## config.mk

```make
export PLATFORM = sky130hd
export DESIGN_NAME = uart_rx_config_flat
export DESIGN_NICKNAME = d
export VERILOG_FILES = /design/src/rtl/uart_rx_config_if.sv /design/src/rtl/uart_rx_config.sv /design/src/flat_wrapper.sv
export SDC_FILE = /design/constraint.sdc
export NUM_CORES = 1
export LEC_CHECK = 0
export CAP_MARGIN = 25
export CELL_PAD_IN_SITES_DETAIL_PLACEMENT = 0
export CELL_PAD_IN_SITES_GLOBAL_PLACEMENT = 1
export CORE_AREA = 5 5 101 65
export CTS_CLUSTER_SIZE = 10
export DETAILED_ROUTE_END_ITERATION = 6
export DIE_AREA = 0 0 106 70
export GPL_ROUTABILITY_DRIVEN = 0
export PLACE_DENSITY = 0.82
export SYNTH_ARGS = -nofsm -noshare
export SYNTH_HDL_FRONTEND = slang
export SYNTH_SLANG_ARGS = --single-unit
```

## constraint.sdc

```tcl
create_clock -name clock -period 2.2 [get_ports clock]
set_clock_uncertainty 0.2 [all_clocks]
set_input_delay 0.22 -clock clock [delete_from_list [all_inputs] [get_ports clock]]
set_output_delay 0.22 -clock clock [all_outputs]
set_load 0.005 [all_outputs]
```

## src/rtl/uart_rx_config_if.sv

```systemverilog
// Serial receive bundle: raw line into the receiver, frame word and status flags out.
`timescale 1ns/1ps
interface uart_rx_config_if #(
  parameter int BITS_DADOS = 8
);
  logic                  bitSerialAtual;
  logic                  bitsEstaoRecebidos;
  logic [BITS_DADOS-1:0] byteCompleto;
  logic                  erroParidade;
  logic                  erroQuadro;
  logic                  quebraDetectada;

  modport master (
    input  bitSerialAtual,
    output bitsEstaoRecebidos,
    output byteCompleto,
    output erroParidade,
    output erroQuadro,
    output quebraDetectada
  );

  modport slave (
    output bitSerialAtual,
    input  bitsEstaoRecebidos,
    input  byteCompleto,
    input  erroParidade,
    input  erroQuadro,
    input  quebraDetectada
  );
endinterface

```

## src/rtl/uart_rx_config.sv

```systemverilog
// Configurable UART receiver: 5..9 data bits, optional odd/even parity, 1 or 2 stop bits,
// with parity, framing and break reporting on a one-cycle frame-complete pulse.
`timescale 1ns/1ps
module uart_rx_config #(
  parameter int CLOCKS_POR_BIT = 5209,
  parameter int BITS_DADOS     = 8,
  parameter int PARIDADE       = 0,
  parameter int BITS_PARADA    = 1
) (
  input  logic               clock,
  input  logic               reset,
  uart_rx_config_if.master   rx
);

  localparam int CW = $clog2(CLOCKS_POR_BIT);
  localparam int IW = (BITS_DADOS > 1) ? $clog2(BITS_DADOS) : 1;
  localparam logic [CW-1:0] CNT_FIM        = CW'(CLOCKS_POR_BIT - 1);
  localparam logic [CW-1:0] CNT_MEIO       = CW'((CLOCKS_POR_BIT - 1) / 2);
  localparam logic [IW-1:0] IDX_DADOS_FIM  = IW'(BITS_DADOS - 1);
  localparam logic [IW-1:0] IDX_PARADA_FIM = IW'(BITS_PARADA - 1);
  localparam logic          PAR_ALVO       = (PARIDADE == 1);

  typedef enum logic [2:0] {
    ESPERA      = 3'd0,
    INICIO      = 3'd1,
    DADOS       = 3'd2,
    PARIDADE_ST = 3'd3,
    PARADA      = 3'd4,
    LIMPEZA     = 3'd5,
    ESPERA_ALTA = 3'd6
  } estado_t;

  estado_t               estado;
  logic [CW-1:0]         contador;
  logic [IW-1:0]         indice;
  logic [BITS_DADOS-1:0] regDados;
  logic                  acumParidade;
  logic                  pendErroPar;
  logic                  pendQuadro;
  logic                  pendZero;
  logic                  pulso;
  logic [BITS_DADOS-1:0] byteReg;
  logic                  erroParReg;
  logic                  erroQuadroReg;
  logic                  quebraReg;
  logic                  sinc_p0;
  logic                  linha_p1;
  logic                  fimBit;

  // Parity check: data XOR parity sample must equal 1 for odd, 0 for even.
  function automatic logic erroParidadeCalc(input logic acumulado, input logic amostra);
    return (acumulado ^ amostra) != PAR_ALVO;
  endfunction

  // stage p0/p1: two-flop synchroniser for the asynchronous serial pin
  always_ff @(posedge clock or posedge reset) begin
    if (reset) begin
      sinc_p0  <= 1'b1;
      linha_p1 <= 1'b1;
    end else begin
      sinc_p0  <= rx.bitSerialAtual;
      linha_p1 <= sinc_p0;
    end
  end

  assign fimBit = (contador == CNT_FIM);

  // Data bits arrive LSB first, so shifting in at the top leaves bit 0 at the bottom.
  always_ff @(posedge clock) begin
    if (estado == DADOS && fimBit)
      regDados <= {linha_p1, regDados[BITS_DADOS-1:1]};
  end

  always_ff @(posedge clock or posedge reset) begin
    if (reset) begin
      estado        <= ESPERA;
      contador      <= '0;
      indice        <= '0;
      acumParidade  <= 1'b0;
      pendErroPar   <= 1'b0;
      pendQuadro    <= 1'b0;
      pendZero      <= 1'b1;
      pulso         <= 1'b0;
      byteReg       <= '0;
      erroParReg    <= 1'b0;
      erroQuadroReg <= 1'b0;
      quebraReg     <= 1'b0;
    end else begin
      pulso <= 1'b0;
      case (estado)
        ESPERA: begin
          contador     <= '0;
          indice       <= '0;
          acumParidade <= 1'b0;
          pendErroPar  <= 1'b0;
          pendQuadro   <= 1'b0;
          pendZero     <= 1'b1;
          if (!linha_p1)
            estado <= INICIO;
        end
        INICIO: begin
          if (contador == CNT_MEIO) begin
            contador <= '0;
            estado   <= linha_p1 ? ESPERA : DADOS;
          end else begin
            contador <= contador + CW'(1);
          end
        end
        DADOS: begin
          if (fimBit) begin
            contador     <= '0;
            acumParidade <= acumParidade ^ linha_p1;
            pendZero     <= pendZero & ~linha_p1;
            if (indice == IDX_DADOS_FIM) begin
              indice <= '0;
              estado <= (PARIDADE != 0) ? PARIDADE_ST : PARADA;
            end else begin
              indice <= indice + IW'(1);
            end
          end else begin
            contador <= contador + CW'(1);
          end
        end
        PARIDADE_ST: begin
          if (fimBit) begin
            contador    <= '0;
            pendErroPar <= erroParidadeCalc(acumParidade, linha_p1);
            pendZero    <= pendZero & ~linha_p1;
            estado      <= PARADA;
          end else begin
            contador <= contador + CW'(1);
          end
        end
        PARADA: begin
          if (fimBit) begin
            contador <= '0;
            if (indice == IDX_PARADA_FIM) begin
              // The final stop sample is folded straight into the published flags.
              indice        <= '0;
              byteReg       <= regDados;
              erroParReg    <= pendErroPar;
              erroQuadroReg <= pendQuadro | ~linha_p1;
              quebraReg     <= pendZero & ~linha_p1;
              pulso         <= 1'b1;
              estado        <= LIMPEZA;
            end else begin
              indice     <= indice + IW'(1);
              pendQuadro <= pendQuadro | ~linha_p1;
              pendZero   <= pendZero & ~linha_p1;
            end
          end else begin
            contador <= contador + CW'(1);
          end
        end
        LIMPEZA: begin
          estado <= quebraReg ? ESPERA_ALTA : ESPERA;
        end
        ESPERA_ALTA: begin
          // A held-low line must go idle before another start bit is accepted.
          if (linha_p1)
            estado <= ESPERA;
        end
        default: estado <= ESPERA;
      endcase
    end
  end

  assign rx.bitsEstaoRecebidos = pulso;
  assign rx.byteCompleto       = byteReg;
  assign rx.erroParidade       = erroParReg;
  assign rx.erroQuadro         = erroQuadroReg;
  assign rx.quebraDetectada    = quebraReg;

endmodule

```

## src/flat_wrapper.sv

```systemverilog
// flat-port wrapper written by rule: the top's interface ports become plain ports
module uart_rx_config_flat 
#(
  parameter int CLOCKS_POR_BIT = 5209,
  parameter int BITS_DADOS     = 8,
  parameter int PARIDADE       = 0,
  parameter int BITS_PARADA    = 1
)
  (clock, reset, rx_bitSerialAtual, rx_bitsEstaoRecebidos, rx_byteCompleto, rx_erroParidade, rx_erroQuadro, rx_quebraDetectada);
  uart_rx_config_if #(.BITS_DADOS(BITS_DADOS)) rx_i ();
  input  logic clock;
  input  logic reset;
  input wire logic [$bits(rx_i.bitSerialAtual)-1:0] rx_bitSerialAtual;
  output wire logic [$bits(rx_i.bitsEstaoRecebidos)-1:0] rx_bitsEstaoRecebidos;
  output wire logic [$bits(rx_i.byteCompleto)-1:0] rx_byteCompleto;
  output wire logic [$bits(rx_i.erroParidade)-1:0] rx_erroParidade;
  output wire logic [$bits(rx_i.erroQuadro)-1:0] rx_erroQuadro;
  output wire logic [$bits(rx_i.quebraDetectada)-1:0] rx_quebraDetectada;
  assign rx_i.bitSerialAtual = rx_bitSerialAtual;
  assign rx_bitsEstaoRecebidos = rx_i.bitsEstaoRecebidos;
  assign rx_byteCompleto = rx_i.byteCompleto;
  assign rx_erroParidade = rx_i.erroParidade;
  assign rx_erroQuadro = rx_i.erroQuadro;
  assign rx_quebraDetectada = rx_i.quebraDetectada;
  uart_rx_config #(.CLOCKS_POR_BIT(CLOCKS_POR_BIT), .BITS_DADOS(BITS_DADOS), .PARIDADE(PARIDADE), .BITS_PARADA(BITS_PARADA)) u_core (.clock(clock), .reset(reset), .rx(rx_i));
endmodule
```

==> flow_metrics.env <==
export IMPL_status="finished, final reports clean"
export IMPL_io_buffer_count=14
export IMPL_placementRows=21
export IMPL_netSwitchingFraction_pct=22.8
export IMPL_rr_endpoint="u_core.estado[1]"
export IMPL_setup_violations=0
export IMPL_grt_pass1_vias=1662
export IMPL_place_hpwl_microns=3450
export IMPL_initial_core_util_pct=41.0
export IMPL_clk_latency_ps=300
export IMPL_syn_nets=213
export IMPL_track_usage_pct=14.1
export IMPL_synth_adder_area_share_pct=3.29
export IMPL_period_needed_ps=2130
export IMPL_yosys_area_share_simple_pct=17.0
export IMPL_synth_compound_area_share_pct=15.0
export IMPL_avgSynthCellArea_sq_um=10.9
export IMPL_ys_ff_latch=45
export IMPL_ys_top_cells_by_count="34 x dfrtp_1, 15 x nand2_1, 13 x inv_1, 12 x o21ai_0, 11 x a21oi_1"
export IMPL_drv_cap=0
export IMPL_synth_top_area_cell="dfrtp_1"
export IMPL_clock_power_share_pct=37.8
export IMPL_grt_pass1_wl_microns=8310
export IMPL_seq_area_frac_synth_pct=52.2
export IMPL_p_sw_uw=320
export IMPL_grt_antenna_before_repair=0
export IMPL_clk_path_buf_depth=2
export IMPL_pin_count=15
export IMPL_final_hold_violation_count=0
export IMPL_holdPathEnd="u_core.sinc_p0"
export IMPL_utilization_pct=50.3
export IMPL_critPathLaunchType="flip-flop"
export IMPL_drive_gt1_share_pct=24.8
export IMPL_die_area_sq_um=7420
export IMPL_root_buffer="clkbuf_8"
export IMPL_ys_async_sr_fraction_pct=82.2
export IMPL_overflow=0
export IMPL_fin_ws_ps=69.0
export IMPL_path_class="flip-flop to flip-flop"
export IMPL_drtAntennaViolNets=0
export IMPL_routed_wl_microns=5040
export IMPL_r2r_slack_ps=70
export IMPL_maxSlewHeadroom_pct=65.8
export IMPL_whs_ps=114
export IMPL_p_int_uw=1080
export IMPL_path_clk_slew_ps=90
export IMPL_synth_most_common_cell="dfrtp_1"
export IMPL_die_h_microns=70
export IMPL_vias_per_cell=5.60
export IMPL_fin_nets=245
export IMPL_cts_hold_buffers=0
export IMPL_cts_buffers=5
export IMPL_fp_dieW_microns=106
export IMPL_post_place_ws_ps=-3.07
export IMPL_synth_cell_types=51
export IMPL_synth_xor_area_share_pct=0.781
export IMPL_synth_top_area_share_pct=37.9
export IMPL_fillers=492
export IMPL_max_slew_worst_pin_slew_ps=510
export IMPL_syn_area_sq_um=2240
export IMPL_arrival_ps=2130
export IMPL_crit_required_ps=2190
export IMPL_fin_setup_tns_ps=0
export IMPL_rsz0062_at_grt="true"
export IMPL_place_area_sq_um=2600
export IMPL_core_area_sq_um=5470
export IMPL_syn_to_final_growth_pct=22.7
export IMPL_synth_edf_count=8
export IMPL_slew_violations=0
export IMPL_finalCritPeriodShare_pct=96.9
export IMPL_htree_levels=2
export IMPL_synthMuxAreaShare_pct=6.81
export IMPL_pwr_share_comb_pct=1.7
export IMPL_sequentialPowerShare_pct=60.6
export IMPL_syn_instance_count=205
export IMPL_synth_area_leaders="dfrtp_1 38%, edfxtp_1 11%, mux2_2 5.0%, dfstp_2 3.5%, a31oi_1 2.8%"
export IMPL_power_density_nw_per_um2=511
export IMPL_ff2ff_path_depth=7
export IMPL_end_kind="flip-flop"
export IMPL_clock_sinks=45
export IMPL_vias=1719
export IMPL_diodes=0
export IMPL_crit_fanout=4
export IMPL_hold_class="input port to flip-flop"
export IMPL_hold_path_depth=1
export IMPL_wl_per_cell_microns=16.4
export IMPL_drt_iter0_drc=165
export IMPL_drc=0
export IMPL_grt_max_degree=38
export IMPL_hp_start="rx_bitSerialAtual"
export IMPL_postLayoutCellArea_sq_um=2750
export IMPL_synth_top_family_by_area="simple AND/OR/NAND/NOR gates"
export IMPL_yosysWarnings=0
export IMPL_ir_worst_vdd_mv=0.338
export IMPL_cellLeakagePower_uw=0.00117
export IMPL_max_freq_mhz=469
export IMPL_reg2reg_from="u_core.contador[1]"
export IMPL_cts_tree="done"
export IMPL_dr_pass1_iters=4
export IMPL_synth_main_ff_cell="dfrtp_1"
layout by cell type (no fill, tap or decap), types with 2 or more instances in the layout:
cell type / count
a21oi_1: 11
a31oi_1: 10
a41oi_1: 2
a41oi_2: 3
and4b_1: 2
buf_12: 2
buf_4: 19
clkbuf_8: 5
clkdlybuf4s50_1: 14
dfrtp_1: 34
dfstp_2: 3
edfxtp_1: 8
ha_1: 5
inv_1: 13
mux2_2: 10
mux2i_1: 4
nand2_1: 15
nand2b_1: 2
nand3_1: 10
nand3_4: 2
nand3b_1: 2
nand4_1: 2
nor2_1: 8
nor2b_1: 2
nor3_1: 4
nor4_1: 3
o21ai_0: 12
or4_1: 2
kinds of logic after synthesis:
family | after synthesis
AOI/OAI and AO/OA | 50
adders and majority gates | 6
buffers and inverters | 24
muxes | 14
and+or+nand+nor | 64
DFF | 45
xor gates and xnor gates | 2
final cells by class:
class | instances | area, sq um | share of cell area, %
flip-flops and latches | 45 | 1170 | 42.5
multi-input cells | 136 | 1020 | 37.0
repair buffers | 36 | 334 | 12.1
well taps | 69 | 86.3 | 3.14
clock buffers | 5 | 68.8 | 2.50
inverters | 13 | 48.8 | 1.77
clock inverters | 3 | 25.0 | 0.910
how the worst max path moves through the flow:
stage,from,end,cells after the start
finish,u_core.contador[1],u_core.estado[1],7
global route,u_core.contador[1],u_core.estado[1],7
CTS,u_core.contador[1],u_core.estado[1],7
detailed placement,u_core.contador[1],u_core.indice[0],8
global placement,u_core.contador[1],u_core.indice[0],8
floorplan,u_core.contador[0],u_core.estado[1],7
sequential cells by signal, indices dropped and copies added (netlist names), 3 cells and up:
name and flops:
u_core.indice 3, u_core.rx.byteCompleto 8, u_core.contador 13, u_core.regDados 8, u_core.estado 3
power by group through the flow:
stage | logic [uW] | clock network, uW | registers, uW
global route | 27.3 | 574 | 851
finish | 23.6 | 530 | 850
detailed placement | 24.6 | 0 | 867
global placement | 24.8 | 0 | 867
CTS | 24.7 | 546 | 850
floorplan | 12.9 | 0 | 866
per-layer routing:
| metal | vias to the layer above | part of all wire, % | wire length (microns) | GRT usage, % |
|---|---|---|---|---|
| met1 | 847 | 53 | 2680 | 22.1 |
| met4 | 0 | 1.4 | 70 | 5.75 |
| met2 | 39 | 41 | 2070 | 18.3 |
| met3 | 8 | 4.3 | 216 | 2.95 |
| met5 | - | 0 | 0 | 0 |
| li1 | 825 | - | - | - |
critical path, stage by stage, from the launching register on:
cell and delay (ps):
dfrtp_1 380, inv_1 70, ha_1 160, and4bb_2 320
nand3_4 130, a22o_4 300, nor2_2 130, mux2_2 340
through the flow:
| step | total power (uW) | std cells |
|---|---|---|
| 5_1_grt | 1450 | 307 |
| 6_report | 1400 | 307 |
| 2_1_floorplan | 879 | 205 |
| 3_3_place_gp | 892 | 299 |
| 4_1_cts | 1420 | 307 |
| 3_5_place_dp | 892 | 299 |
timing repair:
action	CTS	global route
endpoints found under the setup margin	2	17
pin swaps	0	1
setup buffers	0	0
gates resized for setup	1	9
Note: power is estimated with default switching activity, not from simulation.
